[src/rtl/keypad_scanner_pkg.sv]
// Shared types and helpers for the 4x4 keypad scanner.
package keypad_pkg;

    localparam int KEY_W  = 4;
    localparam int N_ROWS = 4;
    localparam int N_COLS = 4;

    typedef enum logic {
        S_IDLE,
        S_HELD
    } state_e;

    // Per-scan result: bit 4 = exactly one key seen, bits 3:0 = its code.
    typedef logic [KEY_W:0] result_t;
    localparam result_t NO_KEY = '0;

    function automatic logic [2:0] low_count(input logic [N_ROWS-1:0] lows);
        logic [2:0] n;
        n = '0;
        for (int unsigned i = 0; i < N_ROWS; i++) begin
            n = n + {2'b00, lows[i]};
        end
        return n;
    endfunction

    function automatic logic [1:0] low_index(input logic [N_ROWS-1:0] lows);
        logic [1:0] idx;
        idx = '0;
        for (int unsigned i = 0; i < N_ROWS; i++) begin
            if (lows[i]) begin
                idx = 2'(i);
            end
        end
        return idx;
    endfunction

endpackage

[src/rtl/keypad_scanner_if.sv]
// Keypad matrix pins plus the decoded key outputs.
interface keypad_scanner_if;
    logic [3:0] row;
    logic [3:0] col;
    logic [3:0] key_code;
    logic       key_valid;
    logic       key_down;

    modport master (
        input  row,
        output col,
        output key_code,
        output key_valid,
        output key_down
    );

    modport slave (
        output row,
        input  col,
        input  key_code,
        input  key_valid,
        input  key_down
    );
endinterface

[src/rtl/keypad_scanner_row_sync.sv]
// Generic two-flop synchronizer; idles high to match pulled-up inputs.
module keypad_row_sync #(
    parameter int W = 4
) (
    input  logic         clk,
    input  logic         rst,
    input  logic [W-1:0] d_i,
    output logic [W-1:0] q_o
);

    logic [W-1:0] meta_q;
    logic [W-1:0] sync_q;

    always_ff @(posedge clk) begin
        if (rst) begin
            meta_q <= '1;
            sync_q <= '1;
        end else begin
            meta_q <= d_i;
            sync_q <= meta_q;
        end
    end

    assign q_o = sync_q;

endmodule

[src/rtl/keypad_scanner.sv]
// Column-multiplexed 4x4 keypad reader with whole-scan debounce and
// single-key acceptance (ghosted / multi-key scans read as no key).
module keypad_scanner
    import keypad_pkg::*;
#(
    parameter int SCAN_DIV       = 2500,
    parameter int DEBOUNCE_SCANS = 8
) (
    input  logic              clk,
    input  logic              rst,
    keypad_scanner_if.master  kp
);

    localparam int DWELL_W = $clog2(SCAN_DIV);
    localparam int MATCH_W = $clog2(DEBOUNCE_SCANS);
    localparam logic [DWELL_W-1:0] DWELL_LAST = DWELL_W'(SCAN_DIV - 1);
    localparam logic [MATCH_W-1:0] MATCH_LAST = MATCH_W'(DEBOUNCE_SCANS - 1);

    logic [N_ROWS-1:0] row_s;

    keypad_row_sync #(.W(N_ROWS)) u_row_sync (
        .clk (clk),
        .rst (rst),
        .d_i (kp.row),
        .q_o (row_s)
    );

    logic [DWELL_W-1:0] dwell_q;
    logic [1:0]         col_idx_q;
    logic [1:0]         lows_q;      // low bits seen so far this scan, saturating at 2
    logic [KEY_W-1:0]   acc_code_q;
    result_t            prev_res_q;
    logic [MATCH_W-1:0] match_q;

    state_e             state_q;
    logic [KEY_W-1:0]   key_code_q;
    logic               key_valid_q;
    logic               key_down_q;

    logic               sample_d;
    logic               scan_end_d;
    logic [N_ROWS-1:0]  lows_now_d;
    logic [2:0]         n_now_d;
    logic [2:0]         tot_d;
    logic [1:0]         lows_d;
    logic [KEY_W-1:0]   acc_code_d;
    result_t            res_d;
    logic [MATCH_W-1:0] match_d;
    logic               stable_d;

    // Results include the column being sampled this cycle so the scan-end
    // decision sees all four columns without an extra pipeline stage.
    always_comb begin
        sample_d   = (dwell_q == DWELL_LAST);
        scan_end_d = sample_d && (col_idx_q == 2'd3);
        lows_now_d = ~row_s;
        n_now_d    = low_count(lows_now_d);
        tot_d      = {1'b0, lows_q} + n_now_d;
        lows_d     = (tot_d > 3'd2) ? 2'd2 : tot_d[1:0];
        acc_code_d = acc_code_q;
        if (lows_q == 2'd0 && n_now_d == 3'd1) begin
            acc_code_d = {low_index(lows_now_d), col_idx_q};
        end
        res_d   = (lows_d == 2'd1) ? {1'b1, acc_code_d} : NO_KEY;
        match_d = match_q;
        if (res_d != prev_res_q) begin
            match_d = '0;
        end else if (match_q != MATCH_LAST) begin
            match_d = match_q + 1'b1;
        end
        stable_d = (match_d == MATCH_LAST);
    end

    always_ff @(posedge clk) begin
        if (rst) begin
            dwell_q    <= '0;
            col_idx_q  <= '0;
            lows_q     <= '0;
            acc_code_q <= '0;
            prev_res_q <= NO_KEY;
            match_q    <= '0;
        end else if (sample_d) begin
            dwell_q   <= '0;
            col_idx_q <= col_idx_q + 2'd1;
            if (scan_end_d) begin
                lows_q     <= '0;
                acc_code_q <= '0;
                prev_res_q <= res_d;
                match_q    <= match_d;
            end else begin
                lows_q     <= lows_d;
                acc_code_q <= acc_code_d;
            end
        end else begin
            dwell_q <= dwell_q + 1'b1;
        end
    end

    always_ff @(posedge clk) begin
        if (rst) begin
            state_q     <= S_IDLE;
            key_code_q  <= '0;
            key_valid_q <= 1'b0;
            key_down_q  <= 1'b0;
        end else begin
            key_valid_q <= 1'b0;
            if (scan_end_d && stable_d) begin
                case (state_q)
                    S_IDLE: begin
                        if (res_d[KEY_W]) begin
                            key_code_q  <= res_d[KEY_W-1:0];
                            key_valid_q <= 1'b1;
                            key_down_q  <= 1'b1;
                            state_q     <= S_HELD;
                        end
                    end
                    S_HELD: begin
                        if (!res_d[KEY_W]) begin
                            key_down_q <= 1'b0;
                            state_q    <= S_IDLE;
                        end else if (res_d[KEY_W-1:0] != key_code_q) begin
                            key_code_q  <= res_d[KEY_W-1:0];
                            key_valid_q <= 1'b1;
                        end
                    end
                    default: state_q <= S_IDLE;
                endcase
            end
        end
    end

    assign kp.col       = ~(4'b0001 << col_idx_q);
    assign kp.key_code  = key_code_q;
    assign kp.key_valid = key_valid_q;
    assign kp.key_down  = key_down_q;

endmodule

[src/flat_wrapper.sv]
// flat-port wrapper written by rule: the top's interface ports become plain ports
module keypad_scanner_flat import keypad_pkg::*;
#(
    parameter int SCAN_DIV       = 2500,
    parameter int DEBOUNCE_SCANS = 8
)
  (clk, rst, kp_row, kp_col, kp_key_code, kp_key_valid, kp_key_down);
  keypad_scanner_if kp_i ();
  input  logic clk;
  input  logic rst;
  input wire logic [$bits(kp_i.row)-1:0] kp_row;
  output wire logic [$bits(kp_i.col)-1:0] kp_col;
  output wire logic [$bits(kp_i.key_code)-1:0] kp_key_code;
  output wire logic [$bits(kp_i.key_valid)-1:0] kp_key_valid;
  output wire logic [$bits(kp_i.key_down)-1:0] kp_key_down;
  assign kp_i.row = kp_row;
  assign kp_col = kp_i.col;
  assign kp_key_code = kp_i.key_code;
  assign kp_key_valid = kp_i.key_valid;
  assign kp_key_down = kp_i.key_down;
  keypad_scanner #(.SCAN_DIV(SCAN_DIV), .DEBOUNCE_SCANS(DEBOUNCE_SCANS)) u_core (.clk(clk), .rst(rst), .kp(kp_i));
endmodule
[config.mk]
export PLATFORM = sky130hd
export DESIGN_NAME = keypad_scanner_flat
export DESIGN_NICKNAME = d
export VERILOG_FILES = /design/src/rtl/keypad_scanner_pkg.sv /design/src/rtl/keypad_scanner_if.sv /design/src/rtl/keypad_scanner_row_sync.sv /design/src/rtl/keypad_scanner.sv /design/src/flat_wrapper.sv
export SDC_FILE = /design/constraint.sdc
export NUM_CORES = 1
export LEC_CHECK = 0
export CORE_ASPECT_RATIO = 1.4
export CORE_MARGIN = 3
export CORE_UTILIZATION = 30
export CTS_CLUSTER_DIAMETER = 50
export DETAILED_ROUTE_END_ITERATION = 7
export PLACE_DENSITY_LB_ADDON = 0.1
export SYNTH_ARGS = -nofsm -noshare
export SYNTH_HDL_FRONTEND = slang
export SYNTH_SLANG_ARGS = --single-unit
[constraint.sdc]
create_clock -name clk -period 12.6 [get_ports clk]
set_input_delay 2.52 -clock clk [delete_from_list [all_inputs] [get_ports clk]]
set_output_delay 2.52 -clock clk [all_outputs]
set_load 0.05 [all_outputs]
==> metrics.md, run 1 <==
| Metric | Value |
|---|---|
| Slew @ Worst Pin | 0.6461 ns |
| Placed insts | 356 |
| Clock sink total | 43 |
| Post-Synth Simple-Gate Area | 27.10% |
| CTS tree | built |
| Seq/Total Area, Yosys | 38.52% |
| Root Buffer | clkbuf_8 |
| Final hold violations | 0 |
| DRT Wirelength | 4689 um |
| PD cells | 104.9 nW/um2 |
| Adder-cell share of the synthesized area | 7.951% |
| Final WS setup | 8.087 ns |
| Antenna Nets Post-Route | 0 |
| Fin crit share | 35.82% |
| Worst vdd ir | 0.00004835 V |
| Outcome | complete, no violations |
| Num CTS Buffers | 5 |
| GRT overflow | 0 |
| CP Cell Sequence | inv_1 -> ha_1 -> fa_1 -> ha_1 -> inv_1 -> fa_1 -> xor2_1 -> and3_1 -> inv_1 -> a311oi_1 -> a22o_1 -> nand4_4 -> nor4_4 -> mux2_4 |
| Share of cells above drive strength 1 | 10.41% |
| Maxcap violations | 0 |
| Setup TNS | 0 ns |
| Largest net degree at the start of global routing | 38 |
| DP Area | 2489 um2 |
| Initial Util | 31.40% |
| Die area | 8535 um2 |
| Iteration-0 DRC Markers | 32 |
| Worst hold path type | flip-flop to flip-flop |
| DP HPWL | 3513 um |
| Buf+Inv Stages, Crit Path | 3 |
| Final net count | 287 |
| Pwr Total | 273.2 uW |
| H-tree lvl count | 2 |
| CP top delay family | adder cells |
| DRC | 0 |
| Critical Path RT | 12.80 ns |
| Vias in the first global route | 1764 |
| Post-synth net total | 271 |
| Min Hold Slack | 0.4131 ns |
| Clk_lat worst skew | 0.30 ns |
| Die Wd | 78.94 um |
| Top cells by count, synth | 43 x dfxtp_1, 25 x nor2_1, 19 x a21oi_1, 19 x inv_1, 17 x nand2_1 |
| Min Clock Period, post-route | 4.513 ns |
| Port bufs | 15 |
| I/O Pins | 16 |
| CTS Buffer Depth | 2 |
| Synthesized flop and latch total | 43 |
| Netlist cell types | 41 |
| Post-place setup slack | 8.051 ns |
| Critical-path top delay cell | fa_1 |
| First-pass GRT wire length | 7941 um |
| Critical path launch point type | flip-flop |
| Max frequency | 0.2216 GHz |
| Arrival time worst endpoint | 4.71 ns |
| Final Cell Area | 2605 um2 |
| Ys flop type | dfxtp_1 |
| Synth Warn # | 0 |
| Slowest Stage Delay on Critical Path | 0.63 ns |
| Layout Skew | 0.008410 ns |
| Proportion of synthesized area in mux cells | 4.759% |
| Core ar. | 7117 um2 |
| DR WL/cell | 12.88 um |
| Largest family of logic cells by synthesized area | simple AND/OR/NAND/NOR gates |
| Utilization after layout | 36.60% |
| Final setup fails | 0 |
| Overall die height | 108.1 um |
| Slew margin rel. | 56.53% |
| CP Class | flip-flop to flip-flop |
| DR pass1 iterations | 4 |
| Post-CTS Hold Buffers | 0 |
| Synthesized area | 2235 um2 |
| Synthesized instance count | 252 |
| GPL Wtd Cong | 0.7569 |
| Async S/R FF share, synth | 0% |
| Total global-route track usage | 11.89% |
| Post-cts resize count | 0 |
| Final std cells w/o fill | 364 |
| Synthesis-to-layout area growth | 16.57% |
| Synth Area in Compound Gates | 11.25% |
| Initial antenna violation count | 0 |
| Slew Viols, Final | 0 |
| CP most frequent cell | inv_1 |
| Post-CTS Setup Inserts | 0 |
| Largest cells by area after synthesis | dfxtp_1 39%, ha_1 6.2%, a21oi_1 4.3% |
| Post-synth EDFFs | 0 |
| Unrepaired setup endpoints after global routing | no |
| Register clock-pin slew on the reported worst setup and hold paths | 0.09 ns |
| Via count | 1758 |
| Count leader, synth | dfxtp_1 |
| Crit Path Max Fanout | 13 |
| Xor and xnor fraction of the mapped netlist area | 5.879% |
| Crit end category | flip-flop |
| Leak Pwr | 0.9711 nW |
| Syn avg cell area | 8.868 um2 |
| Synth top area share | 38.52% |
| Ant. Diodes | 0 |
| Floorplan row count | 36 |
| Via/cell ratio | 4.830 |
| Synth area leader | dfxtp_1 |
flip-flops by register name (all words and copies together), names as in the netlist:
signal / count
u_core.col_idx_q: 2
u_core.match_q: 3
u_core.kp.key_code: 4
u_core.kp.key_valid: 1
u_core.u_row_sync.q_o: 4
u_core.lows_q: 2
u_core.prev_res_q: 5
u_core.state_q: 1
u_core.u_row_sync.meta_q: 4
u_core.acc_code_q: 4
u_core.kp.key_down: 1
u_core.dwell_q: 12
power breakdown:
group	internal (mW)	leakage (nW)	total, mW	switching (mW)
clock	0.0601	0.0587	0.112	0.0514
combinational	0.00810	0.564	0.0224	0.0143
sequential	0.138	0.349	0.139	0.00153
total	0.206	0.971	0.273	0.0672
layer usage:
metal | vias up | GRT usage (%) | wire (um)
met5 | - | 0 | 0
met4 | 0 | 4.668 | 93
met3 | 8 | 2.917 | 114
met2 | 15 | 23.27 | 2558
met1 | 831 | 11.79 | 1923
li1 | 904 | - | -
area by class of cell:
class	instances	area, um2
clock buffer	5	68.82
clock inverter	3	47.55
fill	769	4512
inverter	19	71.32
multi-input combinational	182	1272
sequential	43	860.8
tap	95	118.9
timing repair buffer	17	165.2
final timing paths:
check,startpoint,endpoint,slack (ns),cells past startpoint
setup / recovery,u_core.u_row_sync.q_o[0],u_core.kp.key_code[2],8.09,14
hold / removal,u_core.u_row_sync.meta_q[2],u_core.u_row_sync.q_o[2],0.41,1
setup reg to reg,u_core.u_row_sync.q_o[0],u_core.kp.key_code[2],8.09,14
hold reg to reg,u_core.u_row_sync.meta_q[2],u_core.u_row_sync.q_o[2],0.41,1
cells by family after synthesis:
kind of cell | after synthesis
buf+inv | 27
xor+xnor | 15
compound gates | 38
flops | 43
fa+ha+maj | 13
mux | 10
simple gates | 106
layout by cell type, fill, tap and decap left out, types with 3 or more instances in the layout:
master / count
mux2i_1: 8
clkbuf_8: 5
dfxtp_1: 43
ha_1: 11
or2_2: 9
nand2_1: 17
clkdlybuf4s50_1: 15
and3_1: 7
or4_1: 3
nor4_1: 4
inv_1: 19
or3_1: 3
o21ai_0: 7
a21oi_1: 19
xnor2_1: 5
nand3_1: 16
nor2_1: 25
nand2b_1: 9
xor2_1: 10
worst reg2reg max path, cell delays in order, from the launching register on:
cell	delay (ns)
dfxtp_1	0.32
inv_1	0.04
ha_1	0.30
fa_1	0.63
ha_1	0.18
inv_1	0.05
fa_1	0.43
xor2_1	0.18
and3_1	0.31
inv_1	0.24
a311oi_1	0.57
a22o_1	0.30
nand4_4	0.13
nor4_4	0.41
mux2_4	0.33
No activity file was read; power rests on OpenSTA's default activity.
==> run 2: changes to the inputs <==
==> constraint.sdc (replaced) <==
create_clock -name clk -period 4.2 [get_ports clk]
set_input_delay 0.84 -clock clk [delete_from_list [all_inputs] [get_ports clk]]
set_output_delay 0.84 -clock clk [all_outputs]
set_load 0.05 [all_outputs]
==> run 2 against run 1 <==
  * Sequential share of layout area fell by 1.2 points
  * First-iteration DRC count is 38% higher
  * Clock skew shrank 0.0046 ns
  * Global-route usage grew 0.35 points
  * Count of clock-buffer cells in the layout stayed put
  * Via count grew 2.4%
  * Wire length increased by 1.2%
  * Total power rose to 3.0 times the previous value
  * Non-clock buffer count grew 11
  * Critical path type unchanged
  * Largest cell class unchanged
  * Highest routed layer unchanged
==> metrics.md, run 2 (same netlist as run 1, synthesis figures left out) <==
| Metric | Value |
|---|---|
| Fin crit share | 93.93% |
| Critical path origin | u_core.u_row_sync.q_o[1] |
| Clk_lat worst skew | 0.29 ns |
| I/O Pins | 16 |
| Outcome | complete, no violations |
| Floorplan row count | 36 |
| Crit Path Max Fanout | 6 |
| Via count | 1800 |
| Largest net degree at the start of global routing | 38 |
| CTS Buffer Depth | 2 |
| CP Class | flip-flop to flip-flop |
| Arrival time worst endpoint | 4.17 ns |
| Seq pwr share | 50.5% |
| Die area | 8535 um2 |
| Slew Viols, Final | 0 |
| Register clock-pin slew on the reported worst setup and hold paths | 0.08 ns |
| WP depth | 15 |
| Biggest regs | u_core.dwell_q: 12 flops, u_core.prev_res_q: 5 flops |
| Largest register FFs | 12 |
| Critical-path top delay cell | fa_2 |
| CP top delay family | adder cells |
| DP Area | 2556 um2 |
| Final hold violations | 0 |
| CTS tree | built |
| Final std cells w/o fill | 376 |
| Slew @ Worst Pin | 0.5741 ns |
| First-pass GRT wire length | 8335 um |
| Max frequency | 0.2535 GHz |
| Worst hold path type | flip-flop to flip-flop |
| Leak Pwr | 1.025 nW |
| Final setup fails | 0 |
| Layout Skew | 0.003789 ns |
| Iteration-0 DRC Markers | 44 |
| Antenna Nets Post-Route | 0 |
| Met1 usage | 12.58% |
| Core ar. | 7117 um2 |
| DR pass1 iterations | 3 |
| Power Internal | 628.0 uW |
| Reg2reg setup slack | 0.25 ns |
| Setup TNS | 0 ns |
| Met3 GRT Util | 2.667% |
| Critical path launch point type | flip-flop |
| Commonest non-fill, non-tap cell in the layout | dfxtp_1 |
| Grt peak-use layer | met2 |
| Final net count | 299 |
| Placed insts | 365 |
| Initial antenna violation count | 0 |
| H-tree lvl count | 2 |
| Min Clock Period, post-route | 3.945 ns |
| Comb power frac | 10.5% |
| Via/cell ratio | 4.787 |
| Unrepaired setup endpoints after global routing | no |
| Die Wd | 78.94 um |
| Initial Util | 31.40% |
| DR WL/cell | 12.62 um |
| M2 GR Usage | 23.45% |
| Num CTS Buffers | 5 |
| Worst vdd ir | 0.0001435 V |
| Overall die height | 108.1 um |
| GRT overflow | 0 |
| Root Buffer | clkbuf_8 |
| NetSw | 199.9 uW |
| Maxcap violations | 0 |
| Final Cell Area | 2706 um2 |
| CP Cell Sequence | inv_1 -> ha_1 -> fa_1 -> ha_1 -> inv_1 -> fa_2 -> and3_4 -> clkinvlp_4 -> or3_1 -> xnor2_1 -> nor4_1 -> buf_4 -> nor4_4 -> buf_4 -> mux2i_1 |
| Buf+Inv Stages, Crit Path | 5 |
| Worst r2r dst | u_core.kp.key_code[3] |
| Slowest Stage Delay on Critical Path | 0.63 ns |
| Fill cells | 767 |
| Ant. Diodes | 0 |
| Sw Share | 24.14% |
| Total global-route track usage | 12.24% |
| Clock sink total | 43 |
| R2R Path Start | u_core.u_row_sync.q_o[1] |
| DRC | 0 |
| Port bufs | 15 |
| Most frequent cells in the layout | 43 x dfxtp_1, 25 x nor2_1, 19 x a21oi_1 |
| Vias in the first global route | 1874 |
| GPL Wtd Cong | 0.7591 |
| Clock power frac | 39.1% |
| WHS Path Cells | 1 |
| End point of the critical path | u_core.kp.key_code[3] |
| Crit end category | flip-flop |
| Share of cells above drive strength 1 | 15.66% |
| DP HPWL | 3535 um |
| Slew margin rel. | 61.32% |
| DRT Wirelength | 4744 um |
| PD cells | 305.9 nW/um2 |
| Critical Path RT | 4.43 ns |
| Synthesis-to-layout area growth | 21.11% |
| FF-to-FF path depth | 15 |
| Reg with most FFs | u_core.dwell_q |
run 2: worst min-delay path by stage:
stage                           startpoint                        to  slack [ns]
4_1_cts        u_core.u_row_sync.meta_q[3]  u_core.u_row_sync.q_o[3]        0.42
6_report       u_core.u_row_sync.meta_q[3]  u_core.u_row_sync.q_o[3]        0.42
2_1_floorplan  u_core.u_row_sync.meta_q[0]  u_core.u_row_sync.q_o[0]        0.39
5_1_grt        u_core.u_row_sync.meta_q[2]  u_core.u_row_sync.q_o[2]        0.44
3_5_place_dp   u_core.u_row_sync.meta_q[2]  u_core.u_row_sync.q_o[2]        0.40
3_3_place_gp   u_core.u_row_sync.meta_q[3]  u_core.u_row_sync.q_o[3]        0.40
run 2: routing by layer:
layer	wire length [um]	vias up
met2	2560	17
met3	119	10
met5	0	-
met4	106	0
met1	1957	844
li1	-	929
run 2: cell type report:
cell class | count | area, um2 | share of cell area (%)
timing repair inverter | 1 | 5.005 | 0.1849
sequential | 43 | 860.8 | 31.81
multi-input combinational | 182 | 1286 | 47.53
clock buffer | 5 | 68.82 | 2.543
timing repair buffer | 28 | 247.7 | 9.154
inverter | 19 | 75.07 | 2.774
tap | 95 | 118.9 | 4.392
clock inverter | 3 | 43.79 | 1.618
run 2: power groups by stage:
stage	logic (mW)	clock network [mW]	registers [mW]
2_1_floorplan	0.0506	0	0.426
3_3_place_gp	0.0795	0	0.428
3_5_place_dp	0.0797	0	0.428
4_1_cts	0.0797	0.340	0.418
5_1_grt	0.0971	0.353	0.419
6_report	0.0865	0.324	0.418
run 2: repair_timing:
| action | CTS | global route |
|---|---|---|
| hold buffers | 0 | 0 |
| gates resized for setup | 0 | 5 |
| setup buffers | 0 | 2 |
| endpoints found under the setup margin | 0 | 4 |
run 2: worst reg2reg max path, stage by stage, from the launching register on:
cell and delay [ns]:
dfxtp_1 0.33, inv_1 0.04, ha_1 0.28, fa_1 0.40, ha_1 0.32, inv_1 0.08, fa_2 0.63, and3_4 0.24
clkinvlp_4 0.14, or3_1 0.45, xnor2_1 0.15, nor4_1 0.07, buf_4 0.14, nor4_4 0.24, buf_4 0.19, mux2i_1 0.17
run 2: stage by stage:
step | power, mW | setup WS, ns | utilization (%) | hold slack (ns)
floorplan | 0.4769 | 0.009346 | - | 0.3895
global placement | 0.5070 | 0.1078 | 35.92 | 0.3999
detailed placement | 0.5073 | 0.03573 | 35.92 | 0.3991
CTS | 0.8378 | 0.01566 | 37.50 | 0.4220
global route | 0.8692 | 0.04107 | 38.03 | 0.4396
finish | 0.8279 | 0.2550 | 38.03 | 0.4153
==> run 3: changes to the inputs <==
==> constraint.sdc (replaced) <==
create_clock -name clk -period 3.7 [get_ports clk]
set_input_delay 0.74 -clock clk [delete_from_list [all_inputs] [get_ports clk]]
set_output_delay 0.74 -clock clk [all_outputs]
set_load 0.05 [all_outputs]
==> run 3 against run 2 <==
  * The run now ends with negative setup slack left
  * Sequential cell count is the same
  * Clock skew grew 0.0075 ns
  * Non-clock buffer count grew 9
  * Largest cell class unchanged
  * Largest power group unchanged
==> metrics.md, run 3 (same netlist as run 1, synthesis figures left out) <==
| Metric | Value |
|---|---|
| Post-place setup slack | -0.06338 ns |
| CTS tree | built |
| First-pass GRT wire length | 8355 um |
| Ant. Diodes | 0 |
| Max frequency | 0.2677 GHz |
| Crit end category | flip-flop |
| Power Internal | 792.8 uW |
| Final setup fails | 1 |
| Sw Share | 22.66% |
| Critical path launch point type | flip-flop |
| Die Wd | 78.94 um |
| Fin crit share | 100.9% |
| Num CTS Buffers | 5 |
| Via count | 1810 |
| Maxcap violations | 0 |
| Iteration-0 DRC Markers | 37 |
| Largest register FFs | 12 |
| Min Clock Period, post-route | 3.735 ns |
| Antenna Nets Post-Route | 0 |
| GRT overflow | 0 |
| CTS Buffer Depth | 2 |
| Clock power frac | 43.2% |
| Critical Path RT | 3.94 ns |
| Synthesis-to-layout area growth | 29.23% |
| Initial Util | 31.40% |
| Die area | 8535 um2 |
| Worst hold path type | flip-flop to flip-flop |
| Placed insts | 372 |
| Root Buffer | clkbuf_8 |
| Outcome | finished with violations |
| Core ar. | 7117 um2 |
| Clock sink total | 43 |
| Initial antenna violation count | 0 |
| Final hold violations | 0 |
| Failing checks | negative setup slack |
| Layout Skew | 0.01129 ns |
| DR pass1 iterations | 4 |
| Post-CTS Hold Buffers | 0 |
| DRC | 0 |
| Arrival time worst endpoint | 3.98 ns |
| Min Hold Slack | 0.4160 ns |
| NetSw | 232.3 uW |
| Slew Viols, Final | 0 |
| Floorplan row count | 36 |
| Slew @ Worst Pin | 0.6044 ns |
| Biggest regs | u_core.dwell_q: 12 flops, u_core.prev_res_q: 5 flops |
| Leak Pwr | 1.084 nW |
| Unrepaired setup endpoints after global routing | yes |
| Comb power frac | 10.6% |
| GPL Wtd Cong | 0.7463 |
| Final std cells w/o fill | 384 |
| Most frequent cells in the layout | 42 x dfxtp_1, 25 x nor2_1, 21 x buf_4 |
| Reg with most FFs | u_core.dwell_q |
| Seq pwr share | 46.2% |
| I/O Pins | 16 |
| DP HPWL | 3804 um |
| Worst vdd ir | 0.0002239 V |
| Overall die height | 108.1 um |
| Crit Path Max Fanout | 3 |
| Port bufs | 15 |
| Commonest non-fill, non-tap cell in the layout | dfxtp_1 |
| DP Area | 2663 um2 |
| CP Class | flip-flop to flip-flop |
| Vias in the first global route | 1778 |
| Via/cell ratio | 4.714 |
| Share of cells above drive strength 1 | 23.18% |
| Largest net degree at the start of global routing | 20 |
| DR WL/cell | 12.80 um |
| Register clock-pin slew on the reported worst setup and hold paths | 0.09 ns |
| PD cells | 355.0 nW/um2 |
| Final WS setup | -0.03503 ns |
| Final net count | 307 |
| DRT Wirelength | 4915 um |
| Final Cell Area | 2888 um2 |
| Total global-route track usage | 12.47% |
| Slew margin rel. | 59.28% |
| H-tree lvl count | 2 |
| Clk_lat worst skew | 0.30 ns |
==> run 3: cell count changes in the layout (fill, tap and decap cells not counted), moves of 2 or more <==
| cell | change |
|---|---|
| a21oi_2 | +2 |
| or3_1 | -2 |
| inv_1 | -3 |
| inv_2 | +4 |
| or3_4 | +2 |
| ha_1 | -3 |
| a21oi_1 | -2 |
| buf_4 | +8 |
| ha_4 | +3 |
==> run 3: critical path, stage by stage (launching register included) <==
cell	delay [ns]
dfxtp_2	0.34
inv_2	0.05
ha_4	0.23
fa_2	0.56
ha_4	0.13
inv_2	0.03
fa_2	0.55
buf_6	0.11
nand3_2	0.05
or4_1	0.40
o311a_1	0.16
a2111oi_4	0.28
nand4_4	0.17
buf_4	0.17
or3_4	0.32
a21oi_2	0.13
==> run 3: worst paths after layout <==
| check | startpoint | endpoint | slack, ns | depth (start not counted) |
|---|---|---|---|---|
| min reg2reg | u_core.u_row_sync.meta_q[2] | u_core.u_row_sync.q_o[2] | 0.42 | 1 |
| min | u_core.u_row_sync.meta_q[2] | u_core.u_row_sync.q_o[2] | 0.42 | 1 |
| max | u_core.u_row_sync.q_o[1] | u_core.kp.key_down | -0.04 | 15 |
| max reg2reg | u_core.u_row_sync.q_o[1] | u_core.kp.key_down | -0.04 | 15 |
==> run 3: stage by stage <==
stage	util (%)	setup TNS [ns]	power, mW
floorplan	-	-0.07747	0.5533
global placement	37.41	-0.09623	0.5889
detailed placement	37.41	-0.2151	0.5890
CTS	40.21	-0.1065	1.041
global route	40.58	-0.7726	1.069
finish	40.58	-0.03503	1.025
==> run 3: cell type report <==
cell class,count,area [um2]
fill,768,4229
multi-input combinational,182,1376
sequential,43,862.1
timing repair buffer,37,319.1
tap,95,118.9
clock inverter,3,71.32
inverter,19,71.32
clock buffer,5,68.82
==> run 3: what timing repair did <==
| action | in CTS | in global routing |
|---|---|---|
| pin swaps | 3 | 1 |
| endpoints found under the setup margin | 4 | 9 |
| setup buffers | 3 | 1 |
| gates cloned | 0 | 0 |
| resized for setup | 6 | 6 |
==> run 3: power groups by stage <==
| stage | Combinational, mW | Clock (mW) | Sequential, mW |
|---|---|---|---|
| global placement | 0.104 | 0 | 0.485 |
| finish | 0.108 | 0.443 | 0.474 |
| floorplan | 0.0694 | 0 | 0.484 |
| global route | 0.119 | 0.475 | 0.475 |
| detailed placement | 0.104 | 0 | 0.485 |
| CTS | 0.108 | 0.459 | 0.474 |
==> run 3: metal layers <==
metal | routed length (um) | up-vias | global-route usage [%]
met4 | 85 | 0 | 4.423
met2 | 2727 | 16 | 24.18
met1 | 2003 | 840 | 13.01
met5 | 0 | - | 0
met3 | 98 | 8 | 2.667
li1 | - | 946 | -
